--- config.mk ---
export PLATFORM = sky130hd
export DESIGN_NAME = usb_rx_unstuff_shift_flat
export DESIGN_NICKNAME = d
export VERILOG_FILES = /design/src/rtl/usb_rx_unstuff_shift_if.sv /design/src/rtl/usb_rx_unstuff_shift.sv /design/src/flat_wrapper.sv
export SDC_FILE = /design/constraint.sdc
export NUM_CORES = 1
export LEC_CHECK = 0
export ABC_CLOCK_PERIOD_IN_PS = 1900
export CAP_MARGIN = 20
export CORE_MARGIN = 2
export CORE_UTILIZATION = 45
export CTS_BUF_LIST = sky130_fd_sc_hd__clkbuf_8
export CTS_CLUSTER_SIZE = 16
export DETAILED_ROUTE_END_ITERATION = 6
export MAX_ROUTING_LAYER = met4
export PLACE_DENSITY = 0.68
export SYNTH_ARGS = -nofsm -noshare
export SYNTH_HDL_FRONTEND = slang
export SYNTH_SLANG_ARGS = --single-unit
export TNS_END_PERCENT = 10
--- constraint.sdc ---
create_clock -name clk -period 1.9 [get_ports clk]
set_input_delay 0.19 -clock clk [delete_from_list [all_inputs] [get_ports clk]]
set_output_delay 0.19 -clock clk [all_outputs]
set_load 0.005 [all_outputs]
--- src/rtl/usb_rx_unstuff_shift_if.sv ---
`default_nettype none
// ============================================================================
// usb_rx_unstuff_shift_if
// Bit-stream in / byte-strobe out bundle for the USB RX unstuff/shift stage.
// Revision: 1.0
// ============================================================================
interface usb_rx_unstuff_shift_if;
  logic       data_bit;
  logic       shift_enable;
  logic       eop;
  logic [7:0] rx_data;
  logic       byte_ready;
  logic       receiving;
  logic       stuff_error;
  logic       align_error;

  // master drives the decoded bit stream (NRZI decoder / EOP detector side)
  modport master (
    output data_bit, shift_enable, eop,
    input  rx_data, byte_ready, receiving, stuff_error, align_error
  );

  modport slave (
    input  data_bit, shift_enable, eop,
    output rx_data, byte_ready, receiving, stuff_error, align_error
  );
endinterface
`default_nettype wire

--- src/rtl/usb_rx_unstuff_shift.sv ---
`default_nettype none
// ============================================================================
// usb_rx_unstuff_shift
// SYNC hunt, bit unstuffing and LSB-first byte assembly after NRZI decode.
// Revision: 1.0
// ============================================================================
module usb_rx_unstuff_shift #(
  parameter logic [7:0]  SYNC_PATTERN = 8'h80,
  parameter int unsigned MAX_ONES     = 6
) (
  input wire logic               clk,
  input wire logic               rst,
  usb_rx_unstuff_shift_if.slave  rx
);

  localparam int unsigned     c_ONES_W    = $clog2(MAX_ONES + 1);
  localparam logic [7:0]      c_IDLE_HIST = 8'hFF;
  localparam logic [c_ONES_W-1:0] c_ONES_MAX = c_ONES_W'(MAX_ONES);
  localparam logic [c_ONES_W-1:0] c_ONES_ONE = c_ONES_W'(1);

  typedef enum logic [1:0] {
    S_HUNT = 2'd0,
    S_RECV = 2'd1,
    S_ERR  = 2'd2
  } state_t;

  state_t                r_state,      w_state_nxt;
  logic [7:0]            r_history,    w_history_nxt;
  logic [7:0]            r_sr,         w_sr_nxt;
  logic [2:0]            r_bit_cnt,    w_bit_cnt_nxt;
  logic [c_ONES_W-1:0]   r_ones_cnt,   w_ones_cnt_nxt;
  logic [7:0]            r_rx_data,    w_rx_data_nxt;
  logic                  r_byte_ready, w_byte_ready_nxt;
  logic                  r_align_err,  w_align_err_nxt;

  logic [7:0]            w_hist_shift;
  logic [7:0]            w_sr_shift;

  assign w_hist_shift = {rx.data_bit, r_history[7:1]};
  assign w_sr_shift   = {rx.data_bit, r_sr[7:1]};

  always_ff @(posedge clk or posedge rst) begin
    if (rst) begin
      r_state      <= S_HUNT;
      r_history    <= c_IDLE_HIST;
      r_sr         <= 8'h00;
      r_bit_cnt    <= 3'd0;
      r_ones_cnt   <= '0;
      r_rx_data    <= 8'h00;
      r_byte_ready <= 1'b0;
      r_align_err  <= 1'b0;
    end else begin
      r_state      <= w_state_nxt;
      r_history    <= w_history_nxt;
      r_sr         <= w_sr_nxt;
      r_bit_cnt    <= w_bit_cnt_nxt;
      r_ones_cnt   <= w_ones_cnt_nxt;
      r_rx_data    <= w_rx_data_nxt;
      r_byte_ready <= w_byte_ready_nxt;
      r_align_err  <= w_align_err_nxt;
    end
  end

  always_comb begin
    w_state_nxt      = r_state;
    w_history_nxt    = r_history;
    w_sr_nxt         = r_sr;
    w_bit_cnt_nxt    = r_bit_cnt;
    w_ones_cnt_nxt   = r_ones_cnt;
    w_rx_data_nxt    = r_rx_data;
    w_byte_ready_nxt = 1'b0;
    w_align_err_nxt  = 1'b0;

    unique case (r_state)
      S_HUNT: begin
        if (rx.shift_enable) begin
          w_history_nxt = w_hist_shift;
          // The closing SYNC 1 already counts toward the stuffing run.
          if (w_hist_shift == SYNC_PATTERN) begin
            w_state_nxt    = S_RECV;
            w_bit_cnt_nxt  = 3'd0;
            w_ones_cnt_nxt = c_ONES_ONE;
          end
        end
      end

      S_RECV: begin
        if (rx.eop) begin
          w_state_nxt     = S_HUNT;
          w_history_nxt   = c_IDLE_HIST;
          w_align_err_nxt = (r_bit_cnt != 3'd0);
          w_bit_cnt_nxt   = 3'd0;
        end else if (rx.shift_enable) begin
          if (r_ones_cnt == c_ONES_MAX) begin
            if (rx.data_bit) begin
              w_state_nxt   = S_ERR;
              w_history_nxt = c_IDLE_HIST;
            end else begin
              w_ones_cnt_nxt = '0;
            end
          end else begin
            w_sr_nxt       = w_sr_shift;
            w_bit_cnt_nxt  = r_bit_cnt + 3'd1;
            w_ones_cnt_nxt = rx.data_bit ? (r_ones_cnt + c_ONES_ONE) : '0;
            if (r_bit_cnt == 3'd7) begin
              w_rx_data_nxt    = w_sr_shift;
              w_byte_ready_nxt = 1'b1;
            end
          end
        end
      end

      S_ERR: begin
        if (rx.eop) begin
          w_state_nxt = S_HUNT;
        end
      end

      default: begin
        w_state_nxt   = S_HUNT;
        w_history_nxt = c_IDLE_HIST;
      end
    endcase
  end

  assign rx.rx_data     = r_rx_data;
  assign rx.byte_ready  = r_byte_ready;
  assign rx.align_error = r_align_err;
  assign rx.receiving   = (r_state == S_RECV);
  assign rx.stuff_error = (r_state == S_ERR);

endmodule
`default_nettype wire

--- src/flat_wrapper.sv ---
// flat-port wrapper written by rule: the top's interface ports become plain ports
module usb_rx_unstuff_shift_flat 
#(
  parameter logic [7:0]  SYNC_PATTERN = 8'h80,
  parameter int unsigned MAX_ONES     = 6
)
  (clk, rst, rx_data_bit, rx_shift_enable, rx_eop, rx_rx_data, rx_byte_ready, rx_receiving, rx_stuff_error, rx_align_error);
  usb_rx_unstuff_shift_if rx_i ();
  input wire logic clk;
  input wire logic rst;
  input wire logic [$bits(rx_i.data_bit)-1:0] rx_data_bit;
  input wire logic [$bits(rx_i.shift_enable)-1:0] rx_shift_enable;
  input wire logic [$bits(rx_i.eop)-1:0] rx_eop;
  output wire logic [$bits(rx_i.rx_data)-1:0] rx_rx_data;
  output wire logic [$bits(rx_i.byte_ready)-1:0] rx_byte_ready;
  output wire logic [$bits(rx_i.receiving)-1:0] rx_receiving;
  output wire logic [$bits(rx_i.stuff_error)-1:0] rx_stuff_error;
  output wire logic [$bits(rx_i.align_error)-1:0] rx_align_error;
  assign rx_i.data_bit = rx_data_bit;
  assign rx_i.shift_enable = rx_shift_enable;
  assign rx_i.eop = rx_eop;
  assign rx_rx_data = rx_i.rx_data;
  assign rx_byte_ready = rx_i.byte_ready;
  assign rx_receiving = rx_i.receiving;
  assign rx_stuff_error = rx_i.stuff_error;
  assign rx_align_error = rx_i.align_error;
  usb_rx_unstuff_shift #(.SYNC_PATTERN(SYNC_PATTERN), .MAX_ONES(MAX_ONES)) u_core (.clk(clk), .rst(rst), .rx(rx_i));
endmodule
* Word level (Yosys, flattened, before mapping)
Cells that the tools add are included.
** Storage, ports and cells
- Flip-flop bits (word level) :: 34
- Input port bits :: 5
- Logic and storage cells :: 72
** Operators by class
- Equal/unequal tests :: 15
- Bitwise logic cells :: 3
- Reduce and logical (&&, ||, !) cells :: 9
- Add/sub/neg operators :: 2
- Multiplexer cells :: 35
** Operators with widths (count)
- $mux W8 :: 5
- $mux W3 :: 12
- $pmux W8 S3 :: 1
- $reduce_and A5 Y1 :: 3
- $mux W2 :: 7
- $ne A3 B3 Y1 const B :: 4
- $pmux W3 S2 :: 2
- $reduce_and A6 Y1 :: 2
- $eq A8 B8 Y1 const B :: 1
- $ne A2 B2 Y1 const B :: 4
- $mux W1 :: 7
- $add A3 B1 Y3 const B :: 2
- $eq A3 B3 Y1 const B :: 2
- $pmux W2 S3 :: 1
- $reduce_and A4 Y1 :: 1
- $ne A3 B2 Y1 const B :: 1
- $not A1 Y1 :: 3
- $reduce_bool A3 Y1 :: 1
- $eq A2 B1 Y1 const B :: 1
- $eq A2 B2 Y1 const B :: 1
- $logic_not A2 Y1 :: 1
- $ne A2 B1 Y1 const B :: 1
- $reduce_bool A2 Y1 :: 1

* Depth between registers and ports, before layout
- Word-level depth :: 6
- Mapped depth :: 6

* Least setup slack after synthesis
OpenSTA, ideal clock, no wires.
- Kind :: register -> register
- Start :: register u_core.r_ones_cnt[0]
- End :: register u_core.r_history[1]
- Period minus slack after synthesis :: 1519 ps
- Data arrival time :: 1437 ps
- Path slack :: 381 ps
- Stages on the path, launching flop included :: 7
- Path through :: dfrtp_1 -> inv_1 -> ha_1 -> and4_1 -> o21ai_0 -> nand2_2 -> mux2_2
** Between the ends
- Cells in the longest elaborated chain, start to end :: 3
** RTL lines
- from (decl) :: line usb_rx_unstuff_shift.sv:31 : logic [c_ONES_W-1:0] r_ones_cnt, w_ones_cnt_nxt;
- from (signal assigned) :: line usb_rx_unstuff_shift.sv:57 : r_ones_cnt <= w_ones_cnt_nxt;
- $eq A3 B3 Y1 :: line usb_rx_unstuff_shift.sv:94 : if (r_ones_cnt == c_ONES_MAX) begin
- $ne A3 B2 Y1 (no source line)
- $reduce_and A5 Y1 (no source line)
- to (signal assigned) :: line usb_rx_unstuff_shift.sv:45 : r_history <= c_IDLE_HIST;
- to (signal assigned) :: line usb_rx_unstuff_shift.sv:54 : r_history <= w_history_nxt;
- to (decl) :: line usb_rx_unstuff_shift.sv:28 : logic [7:0] r_history, w_history_nxt;
No other way between the ends.
A chain may end at the register's enable or synchronous reset.

* Worst setup path in the final report
- Start :: register u_core.r_state[1]
- End :: output rx_stuff_error
** Between the ends
- Cells in the longest elaborated chain, start to end :: 1
** RTL lines
- from (decl) :: line usb_rx_unstuff_shift.sv:27 : state_t r_state, w_state_nxt;
- from (signal assigned) :: line usb_rx_unstuff_shift.sv:53 : r_state <= w_state_nxt;
- $eq A2 B2 Y1 :: line usb_rx_unstuff_shift.sv:130 : assign rx.stuff_error = (r_state == S_ERR);
- to (decl) :: line flat_wrapper.sv:17 : output wire logic [$bits(rx_i.stuff_error)-1:0] rx_stuff_error;
No other way between the ends.

==> impl_results.md <==
* Max transition margin at 64.18%
* Core ar. at 3363 um^2
* Most frequent cells in the layout: mux2_2, dfrtp_1, clkdlybuf4s50_1
* Post-DP Area at 1802 um^2
* Root buffer cell: clkbuf_8
* Max Clock Freq at 548.3 MHz
* Drt pass-1 iters at 4
* Post-synthesis sequential area ratio at 51.35%
* Gr usage total at 16.57%
* WHS at 0.2488 ns
* Worst Path Max Fanout at 14
* Initial DRC count at 35
* Crit start category: flip-flop
* Min cycle time layout at 1.824 ns
* CP Class: flip-flop to output port
* First-pass GRT wire length at 4.961 mm
* WP data required at 1.71 ns
* Least-Margin Pin Slew at 0.5367 ns
* Routed Wire Length at 2.712 mm
* Post-synth top area cell: dfrtp_1
* Max-cap violations at 0
* Ys Warns at 0
* Clock Pin Slew Worst Setup and Hold Paths at 0.06 ns
* Period utilization at 95.99%
* Initial Util at 46.87%
* Synth Cell Area at 1577 um^2
* Hold Vio Cnt, Final at 0
* Seq cells post-synth at 32
* Post-synthesis instance total at 124
* # DRC at 0
* Vias in the first global route at 1,065
* Clk buf depth at 2
* Cell area after layout at 1899 um^2
* Antenna Cells at 0
* Wire length per cell at 14.05 um
* Nets at 156
* TritonCTS Sinks at 32
* Chip Height at 63.19 um
* Setup TNS Final at 0 ns
* Post-route ant nets at 0
* Post-synth top area share at 39.68%
* Int Power at 1.258 mW
* Pins Over Slew Limit at 0
* Reg power frac at 53.6%
* GPL Wtd Cong at 0.8317
* RSZ-0062 raised after global routing: no
* Die footprint at 3993 um^2
* Comb pwr share at 15.1%
* VDD IR-drop max at 0.5414 mV
* Crit. End Element: output port
* Synthesized area per cell at 12.71 um^2
* DR vias at 1,013
* Area contributors post-synth: dfrtp_1, mux2_2, dfstp_2, ha_1, or3_2
* Worst-Skew Late Latency at 0.28 ns
* Skew final at 0.004885 ns
* Syn_nets at 134
* H-tree depth at 2
* Status: finished clean
* Chip Width at 63.19 um
* Hold Path Class: input pin to async pin
* Tot Pwr at 1.706 mW
* Net Switching at 0.4484 mW
* Num CTS Buffers at 5
* Placement Rows at 21
* Initial antenna violation count at 0
* Post-detail-place hpwl at 1.929 mm
* Cts hold-fix bufs at 0
* Sw Ratio at 26.28%
* Ports at 17
* P_leak at 0.8982 nW
* Setup Viol. Count Final at 0
* PortBufs at 16
* Pwr dens at 898.4 nW/um^2
* GRT overflow at 0
* Yosys cell types at 34
* CTS tree: built
* Pin count of the biggest net entering global routing at 21
* Core Util, Final at 56.47%
* Share of cells above drive strength 1 at 38.78%
* Power share of the clock group at 31.3%
* Critical path data arrival time at 1.63 ns
* Vias per Instance at 5.249
* Area delta synth->final at 20.48%
## path summary, 6_finish.rpt
| check | start | to | slack [ns] | cells past startpoint |
|---|---|---|---|---|
| min in group clk | u_core.rx.rx_data[5]$_DFFE_PP0P_ | u_core.rx.rx_data[5]$_DFFE_PP0P_ | 0.50 | 1 |
| worst min register to register | u_core.rx.rx_data[5]$_DFFE_PP0P_ | u_core.rx.rx_data[5]$_DFFE_PP0P_ | 0.50 | 1 |
| max in group asynchronous | rst | u_core.rx.byte_ready$_DFF_PP0_ | 1.17 | 3 |
| worst max register to register | u_core.r_ones_cnt[0]$_DFFE_PP0P_ | u_core.r_history[6]$_DFFE_PP1P_ | 0.20 | 6 |
| worst max-delay path | u_core.r_state[1]$_DFFE_PP0P_ | rx_stuff_error | 0.08 | 2 |
| worst min-delay path | rst | u_core.r_ones_cnt[1]$_DFFE_PP0P_ | 0.25 | 2 |
## cell usage after synthesis, drive strengths merged
cell type,instances
ha,5
nand4,2
and3,1
nor2b,2
a22oi,1
and4b,1
a21oi,2
buf,3
clkbuf,2
dfstp,7
nor4,1
a21o,1
inv,7
or3,8
and4,1
nand2,9
mux2i,2
nor2,3
nand4b,1
nor4b,1
and2b,1
dfrtp,25
nor3,1
nand3,8
nor3b,2
mux2,24
o21ai,3
## per-layer routing
layer,up-vias,global-route usage (%),part of all wire (%)
met1,503,19.88,44
li1,482,-,-
met5,-,-,0
met3,6,5.536,5.4
met2,22,25.66,49
met4,0,7.065,1.7
## stage by stage
step / std cells / setup slack (ns)
6_report: 193 / 0.07610
5_1_grt: 193 / 0.006761
4_1_cts: 193 / 0.06570
3_5_place_dp: 185 / 0.08948
3_3_place_gp: 185 / 0.1187
2_1_floorplan: 124 / 0.3812
## area by class of cell
| cell class | instances | area [um^2] |
|---|---|---|
| Timing Repair Buffer | 20 | 202.7 |
| Sequential cell | 32 | 810.8 |
| Fill cell | 309 | 1464 |
| Tap cell | 46 | 57.56 |
| Inverter | 7 | 26.28 |
| Clock inverter | 2 | 11.26 |
| Multi-Input combinational cell | 80 | 708.2 |
| Clock buffer | 6 | 82.58 |
## power by group through the flow
| stage | logic, mW | clock network (mW) | registers [mW] |
|---|---|---|---|
| final | 0.258 | 0.534 | 0.915 |
| after detailed placement | 0.264 | 0 | 0.928 |
| after CTS | 0.265 | 0.556 | 0.915 |
| after global placement | 0.250 | 0 | 0.919 |
| after floorplan | 0.209 | 0 | 0.903 |
| after global routing | 0.295 | 0.584 | 0.933 |
## cells by family (layout without fill, tap and decap cells)
kind of cell	Yosys count	after routing	synth area share (%)
muxes	26	26	18.41
adders and majority gates	5	5	3.968
DFF	32	32	51.35
buffers and inverters	12	35	3.889
and+or+nand+nor	42	42	19.84
AOI/OAI and AO/OA	7	7	2.540
## flip-flops by register name, summed over array words and instances (netlist names)
register	cells
u_core.r_ones_cnt	3
u_core.r_sr	7
u_core.rx.rx_data	8
u_core.r_state	2
u_core.r_bit_cnt	3
u_core.rx.align_error	1
u_core.r_history	7
u_core.rx.byte_ready	1
## worst max-delay path, stage by stage, from the launching register on
cell and delay [ns]:
dfrtp_1 0.62, and2b_2 0.23, clkdlybuf4s50_1 0.50
## what timing repair did
item / in CTS / in global routing
gates resized for setup: 2 / 0
endpoints found under the setup margin: 1 / 0
buffers inserted: 0 / 0
(Power assumes the default switching activity.)
